[src/rtl/alu_arbiter.sv]
// rtl/alu_arbiter.sv - round-robin arbiter sharing one pipelined ALU between two requesters
// One operation in flight: IDLE accepts, EXEC waits out the ALU latency, DONE holds the response.
module alu_arbiter #(
  parameter int WIDTH       = 32,
  parameter int ALU_LATENCY = 1
) (
  input  logic             clk,
  input  logic             rst_n,
  input  logic             req_valid0,
  output logic             req_ready0,
  input  logic [WIDTH-1:0] req_a0,
  input  logic [WIDTH-1:0] req_b0,
  input  logic [3:0]       req_op0,
  output logic             rsp_valid0,
  input  logic             rsp_ready0,
  input  logic             req_valid1,
  output logic             req_ready1,
  input  logic [WIDTH-1:0] req_a1,
  input  logic [WIDTH-1:0] req_b1,
  input  logic [3:0]       req_op1,
  output logic             rsp_valid1,
  input  logic             rsp_ready1,
  output logic [WIDTH-1:0] rsp_result,
  output logic             rsp_zero,
  output logic [WIDTH-1:0] alu_a,
  output logic [WIDTH-1:0] alu_b,
  output logic [3:0]       alu_op,
  input  logic [WIDTH-1:0] alu_result,
  input  logic             alu_zero,
  output logic             busy,
  output logic             grant_id
);

  localparam logic [1:0] S_IDLE = 2'd0;
  localparam logic [1:0] S_EXEC = 2'd1;
  localparam logic [1:0] S_DONE = 2'd2;

  logic [1:0]       r_state;
  logic [3:0]       r_cnt;
  logic             r_last_grant;
  logic             r_grant_id;
  logic [WIDTH-1:0] r_alu_a;
  logic [WIDTH-1:0] r_alu_b;
  logic [3:0]       r_alu_op;
  logic [WIDTH-1:0] r_rsp_result;
  logic             r_rsp_zero;

  logic w_idle;
  logic w_sel;
  logic w_accept;
  logic w_rsp_done;

  // Requester 1 wins when alone, or under contention when requester 0 went last.
  assign w_idle     = (r_state == S_IDLE);
  assign w_sel      = req_valid1 && (!req_valid0 || !r_last_grant);
  assign req_ready0 = rst_n && w_idle && req_valid0 && !w_sel;
  assign req_ready1 = rst_n && w_idle && req_valid1 && w_sel;
  assign w_accept   = req_ready0 || req_ready1;

  assign rsp_valid0 = (r_state == S_DONE) && !r_grant_id;
  assign rsp_valid1 = (r_state == S_DONE) && r_grant_id;
  assign w_rsp_done = (rsp_valid0 && rsp_ready0) || (rsp_valid1 && rsp_ready1);

  assign busy       = !w_idle;
  assign grant_id   = r_grant_id;
  assign alu_a      = r_alu_a;
  assign alu_b      = r_alu_b;
  assign alu_op     = r_alu_op;
  assign rsp_result = r_rsp_result;
  assign rsp_zero   = r_rsp_zero;

  always_ff @(posedge clk or negedge rst_n) begin
    if (!rst_n) begin
      r_state      <= S_IDLE;
      r_cnt        <= 4'd0;
      r_last_grant <= 1'b1;
      r_grant_id   <= 1'b0;
    end else begin
      case (r_state)
        S_IDLE: begin
          if (w_accept) begin
            r_state      <= S_EXEC;
            r_cnt        <= 4'(ALU_LATENCY);
            r_grant_id   <= w_sel;
            r_last_grant <= w_sel;
          end
        end
        S_EXEC: begin
          if (r_cnt != 4'd0) begin
            r_cnt <= r_cnt - 4'd1;
          end else begin
            r_state <= S_DONE;
          end
        end
        S_DONE: begin
          if (w_rsp_done) begin
            r_state <= S_IDLE;
          end
        end
        default: r_state <= S_IDLE;
      endcase
    end
  end

  // Operands only move at a transfer edge; the result only at the final EXEC edge.
  always_ff @(posedge clk or negedge rst_n) begin
    if (!rst_n) begin
      r_alu_a      <= '0;
      r_alu_b      <= '0;
      r_alu_op     <= 4'd0;
      r_rsp_result <= '0;
      r_rsp_zero   <= 1'b0;
    end else begin
      if (w_accept) begin
        r_alu_a  <= w_sel ? req_a1 : req_a0;
        r_alu_b  <= w_sel ? req_b1 : req_b0;
        r_alu_op <= w_sel ? req_op1 : req_op0;
      end
      if (r_state == S_EXEC && r_cnt == 4'd0) begin
        r_rsp_result <= alu_result;
        r_rsp_zero   <= alu_zero;
      end
    end
  end

endmodule

[config.mk]
export PLATFORM = sky130hd
export DESIGN_NAME = alu_arbiter
export DESIGN_NICKNAME = d
export VERILOG_FILES = /design/src/rtl/alu_arbiter.sv
export SDC_FILE = /design/constraint.sdc
export NUM_CORES = 1
export LEC_CHECK = 0
export CORE_ASPECT_RATIO = 0.7
export CORE_MARGIN = 4
export CORE_UTILIZATION = 42
export DETAILED_ROUTE_END_ITERATION = 6
export HOLD_SLACK_MARGIN = 0.15
export PLACE_DENSITY = 0.93
export SKIP_LAST_GASP = 1
export SLEW_MARGIN = 20
export SYNTH_ARGS = -nofsm -noshare
export SYNTH_HDL_FRONTEND = slang
export SYNTH_SLANG_ARGS = --single-unit
[constraint.sdc]
create_clock -name clk -period 3.9 [get_ports clk]
set_input_delay 0.585 -clock clk [delete_from_list [all_inputs] [get_ports clk]]
set_output_delay 0.585 -clock clk [all_outputs]
set_load 0.03 [all_outputs]
## Word level (Yosys, flattened, before mapping)

Cells that the tools add are included.

| storage, ports and cells | value |
|---|---|
| bits of input ports | 175 |
| bits in registers | 109 |

| cells by class | value |
|---|---|
| reductions and logical operators | 26 |
| muxes and demuxes | 10 |
| equality and inequality tests | 6 |
| add/subtract/negate cells | 1 |

Operators by type and width:

| operator | number |
|---|---|
| two-way mux 32 bit | 2 |
| two-way mux 4 bit | 3 |
| logical AND 1 bit | 11 |
| one-hot mux 4 bit (2 select lines) | 1 |
| two-way mux 2 bit | 3 |
| inequality test 2 bit (second input constant) | 3 |
| one-hot mux 2 bit (3 select lines) | 1 |
| AND reduction 3 bit | 2 |
| logical NOT 1 bit | 5 |
| logical NOT 4 bit | 1 |
| nonzero test 4 bit | 1 |
| subtractor 4 x 1 -> 4 bit (second input constant) | 1 |
| logical OR 1 bit | 3 |
| equality test 2 x 1 -> 1 bit (second input constant) | 1 |
| equality test 2 bit (second input constant) | 1 |
| logical NOT 2 bit | 1 |
| inequality test 2 x 1 -> 1 bit (second input constant) | 1 |
| AND reduction 2 bit | 1 |
| nonzero test 2 bit | 1 |

## Depth between registers and ports, before layout

Gate-level depths: netlist of the first run.

| depth | value |
|---|---|
| word-level depth | 8 |
| gate-level depth with buffers | 7 |

## Worst setup path after synthesis of the first run

OpenSTA, ideal clock, no wires.

| timing | value |
|---|---|
| path type | input -> output |
| from | in req_valid1 |
| to | out req_ready1 |
| path slack | 1.815 ns |
| cell stages on the path | 3 |
| arrival time | 1.500 ns |
| cell sequence | a21boi_2 clkbuf_1 and2_1 |

| on the way | value |
|---|---|
| longest elaborated chain between the ends | 2 |
| elaborated cells between the ends (all ways) | 3 |
| classes of those cells | reduce/logical: 3 |

Ends and longest elaborated chain:

| item | line | source |
|---|---|---|
| start: declaration | 16 | `input logic req_valid1,` |
| logical AND 1 bit, on equally long branches | 57, 55 |  |
| logical AND 1 bit * | 57 | `assign req_ready1 = rst_n && w_idle && req_valid1 && w_sel;` |
| end: declaration | 17 | `output logic req_ready1,` |

Mark *: on every way between the ends. The rest lies on a longest branch, timed or not.

## Worst setup path in the final report of the first run

| timing | value |
|---|---|
| from | reg r_state[1] |
| to | out req_ready0 |

| on the way | value |
|---|---|
| longest elaborated chain between the ends | 4 |

Ends and longest elaborated chain:

| item | line | source |
|---|---|---|
| start: declaration | 38 | `logic [1:0] r_state;` |
| start signal: assignment | 74 | `r_state <= S_IDLE;` |
| start signal: assignment | 82 | `r_state <= S_EXEC;` |
| start signal: assignment | 92 | `r_state <= S_DONE;` |
| logical NOT 2 bit | 54 | `assign w_idle = (r_state == S_IDLE);` |
| logical AND 1 bit (3 in a row) | 56 | `assign req_ready0 = rst_n && w_idle && req_valid0 && !w_sel;` |
| end: declaration | 10 | `output logic req_ready0,` |

No other way between the ends.

==> results summary, run 1 <==
The run finished with clean final reports. Headroom to the max-slew limit came out at 40.68%. The detailed-routing iteration count for the pre-antenna-repair pass came out at 4. The worst register-to-register path ends at alu_a[6]. Counting every sink on the clock net gives 109. The switching power summed over all nets is 2.679 mW.

The share of total power in sequential cells came out at 30.7%. Global routing finished with a remaining overflow of 0. The mean post-synth cell area came out at 15.16 sq um. Clock tree synthesis selected as its root buffer the cell clkbuf_16. The setup slack on the worst flop-to-flop path came out at 1660 ps. In this run the vertical extent of the chip is 99.72 microns. The count of H-tree levels built during CTS is 3. Entering global routing, the biggest net connects 70 pins. The top cell types in the final layout, fill and taps aside, are 280 x clkdlybuf4s50_1, 162 x mux2_2, 108 x dfrtp_1.

After synthesis the cells add up to 5047 sq um. Relative to the synthesized area, the layout overhead comes to 63.86%. The count of pins on the block boundary is 282.

The detailed-route vias per instance came out at 4.906. The worst reg-to-reg path cell count came out at 4. The clock transition time at the flip-flop clock pins of the worst setup and hold paths is 70 ps. The number of placement rows is 33. The max-slew violation total from the final report came out at 0.

The TritonCTS clock tree is built. The effective utilization at floorplan came out at 43.04%. The area of the die is 13860 sq um. The internal power is 4.030 mW.

The mean routed wirelength per cell is 18.50 microns. The relative contribution of combinational cells to total power came out at 56.6%. The layer flagged by global routing as most heavily used is met2. The wire length of the first global-routing pass came out at 22520 microns. The count of endpoints failing hold in the final timing report is 0. In this run the horizontal extent of the chip is 139.0 microns. The number of antenna violations at the first check in global routing is 0. The sequential-to-total area share from yosys stat is 54.07%. The switching part of the total came out at 39.93%. The kind of launch point of the worst setup path is a flop. For met2 alone, demand over resource in global routing was 36.81%. The worst hold path belongs to the class input pin to async pin.

The peak supply drop came out at 0.0004652 V. Synthesis instantiated 31 different standard cells from the library. The total inserted antenna cells is 0. The final cycle utilization of the critical path came out at 81.49%.

The via count of the first global-routing pass is 4316. In this run the remaining antenna-violating nets after routing total 0. Setup violations remaining at the end of the flow were counted as 0. The highest clock frequency the design can meet came out at 0.3146 GHz. The top fanout value on the critical path is 6.

In the synthesized netlist, the number of instances is 333. The leakage power is 3.339 nW. The post-detailed-routing wire length came out at 14340 microns.

At the pin with the least slew margin, the transition time is 889.8 ps. The worst setup path startpoint is r_state[1]. Setup repair after global routing left no endpoint under its margin. For this design, the CTS-stage hold fixing added 0 buffers. The worst setup path is captured at an output port. During placement, the flow inserted port buffers numbering 281. The clock share of power came out at 12.7%. For this run, the total global-route usage over all layers was measured as 20.26%. The number of DRC violations after detailed routing is 0. The post-synthesis net count is 509. The post-place instance area came out at 7993 sq um. The share of cells above drive strength 1 came out at 32.20%. The floorplan core area came out at 11730 sq um. The met1 track demand over resource in global routing came out at 22.73%.

In this run the worst setup path terminates at req_ready0. The power per unit of standard cell area came out at 811.3 nW/um^2. STA puts the critical path data required time at 3310 ps.

By startpoint and endpoint, the worst setup path is classified as flop to output port. The half-perimeter wire length after detailed placement is 11520 microns. The clock tree skew after final layout came out at 6.748 ps.

In this run, post-CTS repair resized a total of 0 instances. The fraction of met3 tracks used by global routing came out at 8.025%. The synthesis warning total came out at 0.

The buffer levels on the longest clock path came out at 2. In this run the critical register-to-register path is launched from r_state[1]. Post-CTS timing repair inserted 0 buffers for setup. The iteration-0 DRC count of the detailed router came out at 77.

The count of vias placed by the detailed router is 3802. The clock latency on the worst-skew pair is 330 ps. The total negative slack is 0 ps.

The endpoint arrival time on the critical path is 2590 ps. The weighted congestion reported at the end of routability-driven placement is 0.8470. The max-cap check violation count came out at 0. Clock tree synthesis inserted a total of 9 buffers.

The shortest period the worst path allows is 3178 ps. The post-layout instance area is 8270 sq um. The most common library cell in the layout ignoring fill and taps is clkdlybuf4s50_1. The count of nets after finishing is 789. The synthesized design contains 109 register bits.
[worst max-delay path, stage by stage, from the launching register on]
cell and delay, ps:
dfrtp_1 480, nor3b_1 730, nand2_1 200, nor2_1 170, clkdlybuf4s50_1 690
[worst min-delay path by stage]
stage                     endpoint  slack [ps]
finish              rsp_result[21]         330
global route        rsp_result[19]         360
CTS                 rsp_result[21]         330
detailed placement   rsp_result[5]         490
global placement     rsp_result[5]         490
floorplan                 alu_a[0]         290
[sequential cells by signal, summed over array words and instances, names as in the netlist]
signal and cells:
alu_a 32, alu_b 32, rsp_result 32, alu_op 4
r_cnt 4, r_state 2, grant_id 1, r_last_grant 1
rsp_zero 1
[metrics by stage]
stage / power, mW / cells / setup WS, ps / utilization, % / hold slack, ps
6_report: 6.710 / 775 / 721.7 / 70.53 / 325.1
5_1_grt: 7.027 / 775 / 666.2 / 70.53 / 363.7
4_1_cts: 6.792 / 775 / 766.4 / 70.53 / 331.3
3_5_place_dp: 5.916 / 759 / 947.3 / 68.16 / 493.3
3_3_place_gp: 5.792 / 759 / 984.5 / 68.16 / 487.5
2_1_floorplan: 4.269 / 333 / 1815 / - / 289.4
[synth_stat cells]
library cell	number	share of area (%)
mux2_2	162	36
dfrtp_1	108	54
buf_2	10	0.99
mux2_4	9	2.7
buf_4	5	0.74
inv_1	4	0.30
nor2_1	4	0.30
nand2b_1	3	0.37
a21oi_1	2	0.20
nor3b_1	2	0.30
o21ai_0	2	0.20
o22ai_1	2	0.25
or2_2	2	0.25
a21boi_2	1	0.22
a21o_1	1	0.15
a31oi_1	1	0.12
and2_1	1	0.12
buf_12	1	0.40
buf_8	1	0.30
clkbuf_1	1	0.074
dfstp_2	1	0.52
ha_1	1	0.25
nand2_1	1	0.074
nand4b_1	1	0.17
nor2_8	1	0.40
nor2b_1	1	0.12
o211ai_1	1	0.15
o311ai_0	1	0.17
or3_1	1	0.12
or3b_4	1	0.22
or4_1	1	0.15
[cell families after synthesis]
| logic type | synth area share (%) |
|---|---|
| fa+ha+maj | 0.2479 |
| buf+inv | 2.801 |
| flops | 54.07 |
| simple gates | 2.603 |
| mux | 38.82 |
| compound gates | 1.463 |
[layout make-up]
type                       count  area [sq um]
fill                         822          3456
timing repair buffer         287          2868
sequential                   109          2729
multi-input combinational    202          2185
clock buffer                  11         242.7
tap                          157         196.4
clock inverter                 5         35.03
inverter                       4         15.01
[power by group through the flow]
stage | sequential (mW) | combinational [mW] | clock [mW]
floorplan | 3.11 | 1.16 | 0
global placement | 2.04 | 3.75 | 0
detailed placement | 2.08 | 3.83 | 0
CTS | 2.06 | 3.85 | 0.881
global route | 2.13 | 3.99 | 0.912
finish | 2.06 | 3.80 | 0.855
[per-layer routing]
metal / routed length, microns / vias to the layer above
li1: - / 1747
met1: 5548 / 1876
met2: 7377 / 165
met3: 1266 / 14
met4: 146 / 0
met5: 0 / -
Power figures use the tool's default switching activity.
==> inputs of run 2 (changes only) <==
--- a/config.mk
+++ b/config.mk
@@ -7,10 +7,10 @@
 export LEC_CHECK = 0
 export CORE_ASPECT_RATIO = 0.7
 export CORE_MARGIN = 4
-export CORE_UTILIZATION = 42
+export CORE_UTILIZATION = 39
 export DETAILED_ROUTE_END_ITERATION = 6
 export HOLD_SLACK_MARGIN = 0.15
-export PLACE_DENSITY = 0.93
+export PLACE_DENSITY = 0.87
 export SKIP_LAST_GASP = 1
 export SLEW_MARGIN = 20
 export SYNTH_ARGS = -nofsm -noshare
==> constraint.sdc (replaced) <==
create_clock -name clk -period 3.1 [get_ports clk]
set_input_delay 0.465 -clock clk [delete_from_list [all_inputs] [get_ports clk]]
set_output_delay 0.465 -clock clk [all_outputs]
set_load 0.03 [all_outputs]
==> run 2 against run 1 <==
Compared with the run above:
- core utilization shrank 4.3 points
- clock power grew 26%
- design area grew 0.53%
- total power grew 26%
- routed wire length grew 1.4%
- clock skew grew 2.9 ps
- sequential cell count is the same
- via count grew 0.53%
- hold slack lost 79 ps
- combinational power grew 27%
- critical endpoint unchanged
- largest cell class unchanged
- highest routed layer unchanged
==> results summary, run 2 (same netlist as run 1, synthesis figures left out) <==
The run finished with clean final reports. The total negative slack came out at 0 ps. The data required time of the worst path came out at 2630 ps.

The total inserted antenna cells came out at 0. The number of DRC violations after detailed routing is 0. The detailed-routing iteration count for the pre-antenna-repair pass is 4. The count of endpoints failing hold in the final timing report came to 0. Overall power consumption after layout is estimated at 8.458 mW. The worst path uses 76.43% of the clock period. In this design, the critical path's most frequently occurring cell is buf_4. The effective utilization at floorplan is 40.22%.

The slowest cell on the critical path is clkdlybuf4s50_1. The total of fill cells in the finished design is 940. The area of the die is 14850 sq um. After clock tree synthesis, the setup repair step added 0 buffers. The port buffer count is 281.

The worst register-to-register path begins at r_cnt[0]. The type of the worst setup path is input pin to output port. At the pin with the least slew margin, the transition time is 780.3 ps. The buffer levels on the longest clock path is 2. The clock latency on the worst-skew pair came out at 350 ps. Entering global routing, the biggest net connects 62 pins. The setup slack on the worst flop-to-flop path came out at 850 ps.

The routed design has 14540 microns of wire. Setup violations remaining at the end of the flow were counted as 0. The mean routed wirelength per cell came out at 18.57 microns. The wire length of the first global-routing pass came out at 21740 microns. The weighted congestion reported at the end of routability-driven placement is 0.7571. The half-perimeter wire length after detailed placement is 11470 microns. The worst reg-to-reg path cell count is 6. The post-layout instance area came out at 8314 sq um.

The endpoint arrival time on the critical path came out at 1900 ps. The post-place instance area came out at 8041 sq um. Setup repair after global routing left no endpoint under its margin.

The max-cap check violation count came out at 0. The floorplan core area is 12550 sq um. The TritonCTS clock tree is built.

The iteration-0 DRC count of the detailed router is 93. The TritonCTS sink count came out at 109. In this run the static leakage power is 3.364 nW. The number of buffers inserted by hold repair at cts came out at 0. The worst slack on hold paths is 246.5 ps.

The library cell used most frequently in the layout, excluding fill and tap cells, is clkdlybuf4s50_1. STA classifies the critical path endpoint as an output port. The number of placement rows is 34. The path class of the tightest hold or removal check is input pin to async pin. The final layout contains 792 nets.

The shortest period the worst path allows came out at 2369 ps. The remaining antenna violation count is 0. The power per unit of standard cell area came out at 1017 nW/um^2. The sum of overflow across all layers after global routing is 0. The detailed-route vias per instance came out at 4.881. The endpoint identified for the worst register-to-register timing path is rsp_result[2]. The highest clock frequency the design can meet came out at 0.4221 GHz. The number of gates given a new drive strength after cts came out at 0. The number of antenna violations at the first check in global routing came out at 0. The count of pins on the block boundary is 282.

The layout overhead on the synthesized area came out at 64.72%. The x dimension of the die came out at 144.0 microns. The clock tree skew after final layout came out at 9.654 ps.

The via count of the first global-routing pass came out at 4296. The share of cells above drive strength 1 came out at 32.85%. In this run the worst path has a maximum fanout of 30.

Across all layers, the routed design uses 3822 vias. The worst slew margin relative to its limit came out at 47.98%. The count of H-tree levels built during CTS is 3.

The utilization after layout came out at 66.25%. The worst setup path is launched from an input pin. Leaving out fill and tap cells, the most frequent cells in the layout are 278 x clkdlybuf4s50_1, 162 x mux2_2, 108 x dfrtp_1. The clock transition time at the flip-flop clock pins of the worst setup and hold paths is 70 ps. The overall global routing resource usage came out at 18.77%.

The max-slew violation total from the final report was 0. The number of buffers inserted during clock tree synthesis came out at 9. The floorplan step set the die height to 103.2 microns. Traced cell by cell, the critical path runs through clkdlybuf4s50_1 > a21boi_4 > buf_4 > nor2_1 > buf_4. For this run, the slowest stage of the critical path takes 510 ps. The peak supply drop is 0.0006508 V. The tree is rooted in a clkbuf_16.
-- run 2: cell types whose count changed in the layout (fill, tap and decap cells not counted) --
cell and change:
buf_4 +3, inv_6 +2, buf_12 +2, clkdlybuf4s50_1 -2
clkbuf_8 -1, clkinv_4 -1
-- run 2: final cells by class --
| cell class | instances | area [sq um] | share of cell area, % |
|---|---|---|---|
| multi-input combinational | 202 | 2185 | 26.28 |
| clock buffer | 10 | 229.0 | 2.754 |
| tap | 162 | 202.7 | 2.438 |
| inverter | 4 | 15.01 | 0.1806 |
| sequential | 109 | 2729 | 32.82 |
| timing repair buffer | 290 | 2910 | 35.00 |
| clock inverter | 6 | 43.79 | 0.5267 |
-- run 2: routing by layer --
metal | part of all wire [%] | global-route usage [%] | vias up
li1 | - | - | 1762
met1 | 37 | 20.49 | 1875
met2 | 52 | 34.38 | 170
met3 | 9.8 | 7.537 | 15
met4 | 1.5 | 4.776 | 0
met5 | 0 | 0 | -
-- run 2: worst max-delay path, delay by kind of cell --
family | cells | cell delay [ps]
buffers and inverters | 3 | 1080
AO/OA/AOI/OAI | 1 | 240
AND/OR/NAND/NOR | 1 | 110
-- run 2: worst max path at each step --
stage	start	to	slack [ps]	cells after the start
after detailed placement	req_valid1	alu_a[27]	670	5
after CTS	req_valid1	req_ready0	710	5
after floorplan	req_valid1	req_ready1	1250	3
after global placement	req_valid1	alu_a[29]	770	5
after global routing	r_state[1]	req_ready0	540	4
final	req_valid1	req_ready0	730	5
-- run 2: stage by stage --
stage                     setup WS, ps  instances
after floorplan                   1255        333
after global placement           772.9        767
after detailed placement         665.8        767
after CTS                        712.4        783
after global routing             536.2        783
final                            730.7        783
-- run 2: report_power, final --
group	leakage, nW	total (mW)	internal (mW)	switching [mW]
registers	1.28	2.57	2.16	0.408
logic	1.95	4.81	2.36	2.45
clock network	0.134	1.08	0.552	0.530
==> inputs of run 3 (changes only) <==
--- a/config.mk
+++ b/config.mk
@@ -7,10 +7,10 @@
 export LEC_CHECK = 0
 export CORE_ASPECT_RATIO = 0.7
 export CORE_MARGIN = 4
-export CORE_UTILIZATION = 39
+export CORE_UTILIZATION = 35
 export DETAILED_ROUTE_END_ITERATION = 6
 export HOLD_SLACK_MARGIN = 0.15
-export PLACE_DENSITY = 0.87
+export PLACE_DENSITY = 0.83
 export SKIP_LAST_GASP = 1
 export SLEW_MARGIN = 20
 export SYNTH_ARGS = -nofsm -noshare
==> constraint.sdc (replaced) <==
create_clock -name clk -period 2 [get_ports clk]
set_input_delay 0.3 -clock clk [delete_from_list [all_inputs] [get_ports clk]]
set_output_delay 0.3 -clock clk [all_outputs]
set_load 0.03 [all_outputs]
==> run 3 against run 2 <==
Compared with the run above:
- sequential cell count is the same
- clock-buffer cell count grew 1
- total power grew 57%
- sequential power grew 55%
- critical endpoint is now req_ready1
- final cell count grew 4.5%
- design area grew 2.1%
- highest routed layer unchanged
- critical path depth is the same
- die area grew 11%
- routed wire length shrank 2.0%
- core utilization shrank 5.6 points
- largest cell class unchanged
- hold slack lost 5.9 ps
- first-iteration DRC count grew 5.4%
==> results summary, run 3 (same netlist as run 1, synthesis figures left out) <==
The peak supply drop came out at 0.0008260 V. In the layout the commonest cells are 275 x clkdlybuf4s50_1, 162 x mux2_2, 108 x dfrtp_1. Buffers inserted during clock tree synthesis total 9. The sequential standard cell area is 2729 sq um. The tree is rooted in a clkbuf_16. The final worst slack is 118.4 ps. The via count of the first global-routing pass came to 4237. The clock share of power came out at 13.9%. The internal power came out at 8.096 mW. The weighted congestion reported at the end of routability-driven placement came out at 0.7628. The overall global routing resource usage came out at 16.97%. The clock transition time at the flip-flop clock pins of the worst setup and hold paths is 70 ps.

The share of total power in sequential cells came out at 30.0%. The effective utilization at floorplan is 36.03%. The power per unit of standard cell area came out at 1568 nW/um^2. The sum of overflow across all layers after global routing is 0. The run finished with clean final reports. The layout overhead on the synthesized area is 68.24%.

The first global-routing pass estimated 21700 microns of wire. The shortest period the worst path allows is 1882 ps. The clock arrives with 9.701 ps of skew. The post-detailed-routing wire length is 14260 microns. In the routed design, unresolved DRC markers number 0. The number of antenna violations at the first check in global routing came to 0. The max-slew violation total from the final report came out at 0.

The floorplan core area is 14010 sq um. TritonCTS built the clock tree. The count of endpoints failing hold in the final timing report came to 0. The data required time of the worst path is 1700 ps. The analysis attributes to net switching a power of 5.219 mW. The count of H-tree levels built during CTS is 3. The endpoint arrival time on the critical path came out at 1580 ps. The pin count of the biggest net entering global routing is 75. The detailed-route vias per instance came out at 4.649. The top fanout value on the critical path is 21. The multi-input combinational cells in the finished layout cover a total of 2190 sq um. After the first detailed-routing iteration, the DRC count stood at 98. The final cycle utilization of the critical path is 94.08%. For this run, the post-layout net count is 799. The clock passes through at most 2 buffers. The port buffer count came out at 281. STA classifies the critical path startpoint as an input pin.

The relative contribution of combinational cells to total power came out at 56.1%. Counting the fill cells in the layout gives 1097. The die outline height came out at 108.5 microns. The final instance count without filler cells came out at 818. The count of vias placed by the detailed router came out at 3803.

The area of the die came out at 16440 sq um. The max-cap check violation count came out at 0. The mean routed wirelength per cell came out at 17.43 microns. The setup path with the least slack is of type input pin to output port.

The x dimension of the die came out at 151.5 microns. Clock tree synthesis found a total of 109 sinks. In this run the tightest slew margin relative to its limit is 36.40%. The critical path endpoint category is an output port. In this run the worst hold path is classified as input pin to async pin.

The clock latency on the worst-skew pair came out at 350 ps. Setup repair after global routing left no endpoint under its margin. The first detailed-routing pass ran for 4 iterations. The leakage power is 3.446 nW. The highest clock frequency the design can meet came out at 0.5315 GHz. OpenSTA, run right after detailed placement, puts the worst setup slack at -113.2 ps. Once detail routing completed, the nets flagged for antenna violations numbered 0. The floorplan has 36 rows.

At the pin with the least slew margin, the transition time is 953.9 ps. 282 I/O pins were placed. In this run, placement finished with an instance count of 798. The switching part of the total is 39.20%. The worst slack on hold paths is 240.6 ps. The final count of negative-setup-slack endpoints is 0. The library cell used most frequently in the layout, excluding fill and tap cells, is clkdlybuf4s50_1. Detailed placement ended at an HPWL of 10890 microns. The total inserted antenna cells came out at 0. Of the cells placed in the final design, the portion with a size suffix greater than 1 is 33.60%.
-- run 3: cell count changes in the layout (fill, tap and decap cells not counted), moves of 2 or more --
cell,previous run,this run
buf_12,3,5
buf_4,9,12
clkdlybuf4s50_1,278,275
clkinv_2,2,0
dlygate4sd2_1,0,3
-- run 3: final cells by class --
type                       instances  share of cell area [%]
sequential                       109                   32.14
timing repair buffer             297                   35.46
multi-input combinational        202                   25.78
tap                              190                   2.799
clock inverter                     5                  0.7809
inverter                           4                  0.1768
clock buffer                      11                   2.858
-- run 3: worst paths after layout --
kind	from	to	slack, ps	cells after the start
setup / recovery	req_valid1	req_ready1	120	5
hold / removal	rst_n	alu_b[6]	240	2
setup reg to reg	r_cnt[0]	rsp_result[17]	140	6
hold reg to reg	alu_a[15]	alu_a[15]	510	1
max in group asynchronous	rst_n	r_last_grant	1060	3
min in group clk	rst_n	r_last_grant	460	3
-- run 3: per-stage QoR --
step	TNS, ps	cell area (sq um)	util (%)	power, mW
3_5_place_dp	-4567	8124	57.99	11.52
6_report	0	8492	60.62	13.31
3_3_place_gp	-2869	8124	57.99	11.33
2_1_floorplan	0	5047	-	8.325
5_1_grt	0	8492	60.62	13.99
4_1_cts	0	8472	60.48	13.47
-- run 3: power by group through the flow --
| stage | logic, mW | clock network, mW | registers [mW] |
|---|---|---|---|
| after floorplan | 2.25 | 0 | 6.07 |
| after global placement | 7.37 | 0 | 3.96 |
| after global routing | 7.85 | 2.00 | 4.14 |
| after detailed placement | 7.51 | 0 | 4.02 |
| after CTS | 7.55 | 1.92 | 4.00 |
| final | 7.47 | 1.86 | 3.99 |
-- run 3: timing repair --
item                                    4_1_cts  5_1_grt
hold endpoints to repair                     34        0
endpoints found under the setup margin        4        2
resized for setup                             3        1
setup buffers                                 0        2
hold buffers                                  1        0
gates cloned                                  1        0
-- run 3: per-layer routing --
layer	part of all wire [%]	vias to the layer above	global-route usage (%)	routed length, microns
li1	-	1775	-	-
met4	2.5	0	6.154	355
met1	38	1836	18.91	5384
met3	9.4	26	5.823	1335
met2	50	166	30.17	7180
met5	0	-	0	0
-- run 3: critical path, stage by stage --
cell	delay [ps]
clkdlybuf4s50_1	500
a21boi_4	240
buf_12	190
and2_1	170
buf_4	170
